## config.mk

```make
export PLATFORM = sky130hd
export DESIGN_NAME = fpu_mantissa_divider_seq_flat
export DESIGN_NICKNAME = d
export VERILOG_FILES = /design/src/rtl/fpu_div_pkg.sv /design/src/rtl/fpu_mantissa_divider_seq_if.sv /design/src/rtl/fpu_div_step.sv /design/src/rtl/fpu_mantissa_divider_seq.sv /design/src/flat_wrapper.sv
export SDC_FILE = /design/constraint.sdc
export NUM_CORES = 1
export LEC_CHECK = 0
export BUFFER_PORTS_ARGS = -buffer_cell sky130_fd_sc_hd__buf_4
export CORE_UTILIZATION = 57
export CTS_CLUSTER_SIZE = 30
export DETAILED_ROUTE_END_ITERATION = 10
export GPL_ROUTABILITY_DRIVEN = 0
export PLACE_DENSITY = 0.8
export SLEW_MARGIN = 20
export SYNTH_ARGS = -nofsm -noshare
export SYNTH_HDL_FRONTEND = slang
export SYNTH_SLANG_ARGS = --single-unit
```

## constraint.sdc

```tcl
create_clock -name clk -period 3.7 [get_ports clk]
set_input_delay 0.555 -clock clk [delete_from_list [all_inputs] [get_ports clk]]
set_output_delay 0.555 -clock clk [all_outputs]
set_load 0.01 [all_outputs]
```

## src/rtl/fpu_div_pkg.sv

```systemverilog
// ---------------------------------------------------------------------------
// fpu_div_pkg
// Shared definitions for the sequential mantissa divider of the FPU divide
// path: default widths, controller state encoding and the iteration counter
// width helper.
// ---------------------------------------------------------------------------
package fpu_div_pkg;

    // Mantissa width including the hidden bit, and raw quotient width.
    localparam int MANT_W_DEF = 24;
    localparam int QUOT_W_DEF = 48;

    typedef enum logic [1:0] {
        IDLE = 2'd0,
        RUN  = 2'd1,
        DONE = 2'd2
    } state_t;

    // The counter walks MANT_W down to 0 inclusive, so it must hold MANT_W.
    function automatic int cnt_width(input int mant_w);
        return $clog2(mant_w + 1);
    endfunction

endpackage

```

## src/rtl/fpu_mantissa_divider_seq_if.sv

```systemverilog
// ---------------------------------------------------------------------------
// fpu_mantissa_divider_seq_if
// Request/result bundle of the sequential mantissa divider.
//   master : drives start and the two operand mantissas, observes results
//   slave  : the divider itself
// Signals:
//   start          request, taken only when the divider is ready
//   mantissa_num1  dividend mantissa (hidden bit included)
//   mantissa_num2  divisor mantissa (hidden bit included)
//   busy           operation in flight
//   done           one-cycle pulse, results valid
//   quotient       floor((num1 << MANT_W) / num2), zero-extended
//   remainder      (num1 << MANT_W) - quotient * num2
//   div_by_zero    num2 was zero for the last operation
//   range_err      num1 >= 2 * num2 for the last operation
// ---------------------------------------------------------------------------
interface fpu_mantissa_divider_seq_if
    import fpu_div_pkg::*;
#(
    parameter int MANT_W = MANT_W_DEF,
    parameter int QUOT_W = QUOT_W_DEF
);

    logic              start;
    logic [MANT_W-1:0] mantissa_num1;
    logic [MANT_W-1:0] mantissa_num2;
    logic              busy;
    logic              done;
    logic [QUOT_W-1:0] quotient;
    logic [MANT_W-1:0] remainder;
    logic              div_by_zero;
    logic              range_err;

    modport master (
        output start, mantissa_num1, mantissa_num2,
        input  busy, done, quotient, remainder, div_by_zero, range_err
    );

    modport slave (
        input  start, mantissa_num1, mantissa_num2,
        output busy, done, quotient, remainder, div_by_zero, range_err
    );

endinterface

```

## src/rtl/fpu_div_step.sv

```systemverilog
// ---------------------------------------------------------------------------
// fpu_div_step
// One restoring-division iteration: compare the partial remainder with the
// divisor, subtract when it fits, then shift left for the next bit unless
// this is the last iteration.
// Ports:
//   r        partial remainder, MANT_W+1 bits (always < 2 * divisor)
//   divisor  divisor mantissa
//   last     final iteration, suppresses the shift
//   q_bit    quotient bit produced by this iteration
//   r_next   partial remainder for the next iteration (or the final one)
// ---------------------------------------------------------------------------
module fpu_div_step #(
    parameter int MANT_W = 24
) (
    input  logic [MANT_W:0]   r,
    input  logic [MANT_W-1:0] divisor,
    input  logic              last,
    output logic              q_bit,
    output logic [MANT_W:0]   r_next
);

    logic [MANT_W:0] div_ext;
    logic [MANT_W:0] restored;

    assign div_ext = {1'b0, divisor};

    // NOTE: every output of a combinational block gets a default first, so
    // no path through the block can leave a value held (no latch inferred).
    always_comb begin
        q_bit    = 1'b0;
        restored = r;
        if (r >= div_ext) begin
            q_bit    = 1'b1;
            restored = r - div_ext;
        end
        // After a subtract the value is below the divisor, so doubling it
        // still fits in MANT_W+1 bits.
        r_next = last ? restored : {restored[MANT_W-1:0], 1'b0};
    end

endmodule

```

## src/rtl/fpu_mantissa_divider_seq.sv

```systemverilog
// ---------------------------------------------------------------------------
// fpu_mantissa_divider_seq
// Radix-2 restoring divider for the single-precision divide path. Produces
// one quotient bit per clock: MANT_W+1 iterations after an accepted start,
// then a one-cycle done pulse. Zero or unnormalized divisors are flagged
// and finish on the cycle after accept with a zero result.
// Ports:
//   clk    rising-edge clock
//   rst_n  asynchronous active-low reset
//   bus    request/result bundle (slave side), see the interface file
// ---------------------------------------------------------------------------
module fpu_mantissa_divider_seq
    import fpu_div_pkg::*;
#(
    parameter int MANT_W = MANT_W_DEF,
    parameter int QUOT_W = QUOT_W_DEF
) (
    input  logic                       clk,
    input  logic                       rst_n,
    fpu_mantissa_divider_seq_if.slave  bus
);

    localparam int CNT_W = cnt_width(MANT_W);

    state_t            state;
    logic [MANT_W:0]   rem_work;     // partial remainder
    logic [MANT_W-1:0] divisor_r;    // divisor captured at accept
    logic [CNT_W-1:0]  count_r;      // bit index of the current iteration

    logic              busy_r;
    logic              done_r;
    logic [QUOT_W-1:0] quot_r;
    logic [MANT_W-1:0] rem_r;
    logic              dz_r;
    logic              re_r;

    logic              q_bit;
    logic [MANT_W:0]   rem_next;
    logic              last_iter;
    logic              num2_zero;
    logic              num2_unnorm;

    assign last_iter   = (count_r == '0);
    assign num2_zero   = (bus.mantissa_num2 == '0);
    // num1 >= 2*num2 would need more than MANT_W+1 quotient bits.
    assign num2_unnorm = ({1'b0, bus.mantissa_num1} >= {bus.mantissa_num2, 1'b0});

    fpu_div_step #(.MANT_W(MANT_W)) u_step (
        .r       (rem_work),
        .divisor (divisor_r),
        .last    (last_iter),
        .q_bit   (q_bit),
        .r_next  (rem_next)
    );

    // NOTE: sequential state uses non-blocking assignments only, so every
    // register samples the pre-edge values regardless of statement order.
    // NOTE: every register, result registers included, is cleared by the
    // asynchronous reset because the outputs must read zero while in reset.
    always_ff @(posedge clk or negedge rst_n) begin
        if (!rst_n) begin
            state     <= IDLE;
            rem_work  <= '0;
            divisor_r <= '0;
            count_r   <= '0;
            busy_r    <= 1'b0;
            done_r    <= 1'b0;
            quot_r    <= '0;
            rem_r     <= '0;
            dz_r      <= 1'b0;
            re_r      <= 1'b0;
        end else begin
            case (state)
                IDLE, DONE: begin
                    done_r <= 1'b0;
                    state  <= IDLE;
                    if (bus.start) begin
                        quot_r <= '0;
                        rem_r  <= '0;
                        if (num2_zero) begin
                            dz_r   <= 1'b1;
                            re_r   <= 1'b0;
                            done_r <= 1'b1;
                            state  <= DONE;
                        end else if (num2_unnorm) begin
                            dz_r   <= 1'b0;
                            re_r   <= 1'b1;
                            done_r <= 1'b1;
                            state  <= DONE;
                        end else begin
                            dz_r      <= 1'b0;
                            re_r      <= 1'b0;
                            rem_work  <= {1'b0, bus.mantissa_num1};
                            divisor_r <= bus.mantissa_num2;
                            count_r   <= CNT_W'(MANT_W);
                            busy_r    <= 1'b1;
                            state     <= RUN;
                        end
                    end
                end

                RUN: begin
                    // Bits enter at the LSB; after MANT_W+1 shifts the first
                    // bit sits at index MANT_W and the upper bits stay zero.
                    quot_r   <= {quot_r[QUOT_W-2:0], q_bit};
                    rem_work <= rem_next;
                    count_r  <= count_r - CNT_W'(1);
                    if (last_iter) begin
                        rem_r  <= rem_next[MANT_W-1:0];
                        busy_r <= 1'b0;
                        done_r <= 1'b1;
                        state  <= DONE;
                    end
                end

                default: state <= IDLE;
            endcase
        end
    end

    assign bus.busy        = busy_r;
    assign bus.done        = done_r;
    assign bus.quotient    = quot_r;
    assign bus.remainder   = rem_r;
    assign bus.div_by_zero = dz_r;
    assign bus.range_err   = re_r;

endmodule
```

## src/flat_wrapper.sv

```systemverilog
// flat-port wrapper written by rule: the top's interface ports become plain ports
module fpu_mantissa_divider_seq_flat import fpu_div_pkg::*;
#(
    parameter int MANT_W = MANT_W_DEF,
    parameter int QUOT_W = QUOT_W_DEF
)
  (clk, rst_n, bus_start, bus_mantissa_num1, bus_mantissa_num2, bus_busy, bus_done, bus_quotient, bus_remainder, bus_div_by_zero, bus_range_err);
  fpu_mantissa_divider_seq_if #(.MANT_W(MANT_W), .QUOT_W(QUOT_W)) bus_i ();
  input  logic clk;
  input  logic rst_n;
  input wire logic [$bits(bus_i.start)-1:0] bus_start;
  input wire logic [$bits(bus_i.mantissa_num1)-1:0] bus_mantissa_num1;
  input wire logic [$bits(bus_i.mantissa_num2)-1:0] bus_mantissa_num2;
  output wire logic [$bits(bus_i.busy)-1:0] bus_busy;
  output wire logic [$bits(bus_i.done)-1:0] bus_done;
  output wire logic [$bits(bus_i.quotient)-1:0] bus_quotient;
  output wire logic [$bits(bus_i.remainder)-1:0] bus_remainder;
  output wire logic [$bits(bus_i.div_by_zero)-1:0] bus_div_by_zero;
  output wire logic [$bits(bus_i.range_err)-1:0] bus_range_err;
  assign bus_i.start = bus_start;
  assign bus_i.mantissa_num1 = bus_mantissa_num1;
  assign bus_i.mantissa_num2 = bus_mantissa_num2;
  assign bus_busy = bus_i.busy;
  assign bus_done = bus_i.done;
  assign bus_quotient = bus_i.quotient;
  assign bus_remainder = bus_i.remainder;
  assign bus_div_by_zero = bus_i.div_by_zero;
  assign bus_range_err = bus_i.range_err;
  fpu_mantissa_divider_seq #(.MANT_W(MANT_W), .QUOT_W(QUOT_W)) u_core (.clk(clk), .rst_n(rst_n), .bus(bus_i));
endmodule
```

==> flow_summary_export.csv <==
group,metric,value,unit
run_status,status,"complete, no violations",
power_and_ir_drop,netSwitchingFraction,46.7,%
worst_setup_path,crit_arrival,3.44,ns
power_and_ir_drop,powerDensity,1130,nW/um^2
power_and_ir_drop,vdd.ir_drop.worst,585,uV
timing,setup_ws,0.573,ns
die,start_util,58.7,%
clock_tree,cts-resized-gates,0,
die,die_w,119,um
timing,setup-violations-final,0,
clock_tree,clock_latency,0.43,ns
clock_tree,max-clock-path-buffers,2,
finish,area_growth_syn_to_layout,21.4,%
die,dieArea,14200,um^2
logic_synthesis,yosys-top-cells-area,"dfrtp_1 42%, ha_1 7.7%, a22o_1 5.3%, o21ai_0 4.9%, nand2_1 4.9%",
worst_setup_path,crit_required,4.01,ns
worst_setup_path,critPathLaunchType,"flip-flop",
routing,drc,0,
power_and_ir_drop,comb_power_share,59.9,%
placement,pre_cts_ws,0.525,ns
power_and_ir_drop,p_sw,5.01,mW
worst_setup_path,cp_max_fo,5,
timing,fin_skew,0.00715,ns
timing,holdWs,0.128,ns
logic_synthesis,syn_nets,947,
clock_tree,tritoncts,"done",
power_and_ir_drop,power.leakage,4.54,nW
min_path,hold_path.class,"input pin to async pin",
finish,fin_nets,1049,
timing,slew_viol_final,0,
logic_synthesis,synthArstFlopShare,100,%
finish,drive_gt1_share,19.6,%
grt,antenna_found_initial,0,
logic_synthesis,synth.top_cell.area_share,42.3,%
logic_synthesis,synthCells,847,
logic_synthesis,synth_edf_count,0,
timing,fmax,320,MHz
routing,drtAntennaViolNets,0,
clock_tree,cts.htree.levels,4,
grt,grt_max_degree,82,
timing,fin_setup_tns,0,ns
timing,rsz0062_at_grt,"false",
die,rows,42,
routing,viasPerCell,6.25,
timing,worst_slew_pin_slew,0.977,ns
logic_synthesis,postSynthAreaPerCell,9.21,um^2
timing,period_share,84.5,%
timing,slew_headroom,34.6,%
logic_synthesis,yosysWarnings,0,
clock_tree,cts_hold_buf,0,
logic_synthesis,ys_seq_elements,132,
power_and_ir_drop,p_total,10.7,mW
clock_tree,clkSinkCount,132,
flow_run,drv_cap,0,
routing,drt_iter0_drc,702,
routing,wire_per_inst,19.4,um
worst_setup_path,path_class,"flip-flop to flip-flop",
logic_synthesis,ys_types,70,
placement,io_buffer_count,126,
power_and_ir_drop,pwr-share-clk,16.2,%
finish,n_antenna_cell,0,
timing,hold_viol,0,
logic_synthesis,yosysSeqAreaShare,42.3,%
logic_synthesis,synth_commonest_cells,"132 x dfrtp_1, 101 x nand2_1, 77 x o21ai_0, 54 x inv_1, 48 x ha_1",
grt,grt_pass1_vias,6763,
clock_tree,cts_made_buffers,17,
logic_synthesis,yosysMostFrequentCell,"dfrtp_1",
routing,firstDrtPassIters,5,
power_and_ir_drop,internal_power,5.72,mW
logic_synthesis,synth_top_area_cell,"dfrtp_1",
die,io-pin-count,127,
logic_synthesis,synth_area,7800,um^2
timing,period_minus_slack,3.13,ns
placement,dp_hpwl,15.7,mm
clock_tree,clock-root-buffer,"clkbuf_16",
worst_setup_path,worst_setup_path_end_kind,"flip-flop",
grt,grt_first_pass_wirelength,35.8,mm
logic_synthesis,yosys_most_used_dff,"dfrtp_1",
routing,dr_total_vias,7107,
clock_tree,post-cts-setup-buffers,0,
power_and_ir_drop,p_seq_share,23.9,%
grt,grt_usage,32.5,%
die,fp.dieH,119,um
die,core-area,13300,um^2
grt,overflow,0,
routing,routed_wl,22.1,mm
clock_tree,path_clk_slew,0.06,ns
-- kinds of logic (layout without fill, tap and decap cells) --
family / Yosys count / in the layout / share of synthesized area, %
AOI/OAI and AO/OA: 272 / 272 / 23.7
and+or+nand+nor: 237 / 237 / 14.4
DFF: 132 / 132 / 42.3
buffers and inverters: 110 / 225 / 5.90
adders and majority gates: 49 / 49 / 7.95
muxes: 27 / 27 / 3.51
xor gates and xnor gates: 20 / 20 / 2.24
-- worst max-delay path: stages (launching register included) --
cell and delay (ns):
dfrtp_1 0.38, inv_1 0.06, ha_1 0.15, inv_1 0.05
fa_1 0.39, a21o_1 0.20, a221oi_1 0.36, o31ai_2 0.19
and4_1 0.23, nor4b_1 0.42, mux2i_1 0.21, a222oi_1 0.38
-- cell type report --
| cell class | count | area (um^2) |
|---|---|---|
| Multi-Input combinational cell | 605 | 4060 |
| Fill cell | 1046 | 3820 |
| Sequential cell | 132 | 3300 |
| Timing Repair Buffer | 139 | 1080 |
| Clock buffer | 18 | 429 |
| Tap cell | 176 | 220 |
| Inverter | 54 | 203 |
| Clock inverter | 14 | 174 |
-- metal layers --
| metal | up-vias | GRT usage [%] | part of all wire, % |
|---|---|---|---|
| li1 | 3298 | - | - |
| met1 | 3404 | 45.0 | 44 |
| met2 | 339 | 48.6 | 45 |
| met3 | 66 | 5.70 | 6.9 |
| met4 | 0 | 17.4 | 4.3 |
| met5 | - | 0 | 0 |
-- placed cells by master (no fill, tap or decap), types with 6 or more instances in the layout --
master	instances
nor2_1	38
dfrtp_1	132
xnor2_1	9
nand2b_1	9
a22o_1	47
nand4_1	11
a211oi_1	13
a222oi_1	8
ha_1	48
nor3_1	8
xor2_1	11
a21oi_1	47
nand2_1	101
nand3_1	24
a21o_1	12
mux2i_1	24
clkbuf_16	17
and3_1	7
buf_4	135
o21ai_0	77
inv_1	54
nor4_1	10
a31oi_1	7
nor2b_1	6
-- sequential cells by signal, indices dropped and copies added (netlist names) --
signal	count
u_core.bus.busy	1
u_core.bus.div_by_zero	1
u_core.bus.done	1
u_core.bus.quotient	48
u_core.bus.range_err	1
u_core.bus.remainder	24
u_core.count_r	5
u_core.divisor_r	24
u_core.rem_work	25
u_core.state	2
-- worst paths after layout --
check | startpoint | endpoint | slack [ns] | cells past startpoint
max in group asynchronous | rst_n | u_core.bus.remainder[5] | 2.85 | 2
hold / removal | rst_n | u_core.count_r[3] | 0.13 | 1
min in group clk | bus_mantissa_num2[10] | u_core.divisor_r[10] | 0.36 | 3
setup / recovery | u_core.rem_work[0] | u_core.rem_work[18] | 0.57 | 11
setup reg to reg | u_core.rem_work[0] | u_core.rem_work[18] | 0.57 | 11
hold reg to reg | u_core.bus.remainder[8] | u_core.bus.remainder[8] | 0.48 | 2
-- per-stage QoR --
stage / util (%) / instance area (um^2) / instances
after floorplan: - / 7800 / 847
after global placement: 66.6 / 8850 / 1105
after detailed placement: 66.6 / 8850 / 1105
after CTS: 71.1 / 9450 / 1137
after global routing: 71.2 / 9470 / 1138
final: 71.2 / 9470 / 1138
-- power groups by stage --
| stage | Clock (mW) | Combinational, mW | Sequential, mW |
|---|---|---|---|
| after global routing | 1.80 | 7.04 | 2.63 |
| final | 1.74 | 6.42 | 2.56 |
| after CTS | 1.75 | 6.28 | 2.55 |
| after detailed placement | 0 | 6.20 | 2.56 |
| after floorplan | 0 | 4.43 | 2.59 |
| after global placement | 0 | 6.13 | 2.54 |
Power figures use the tool's default switching activity.
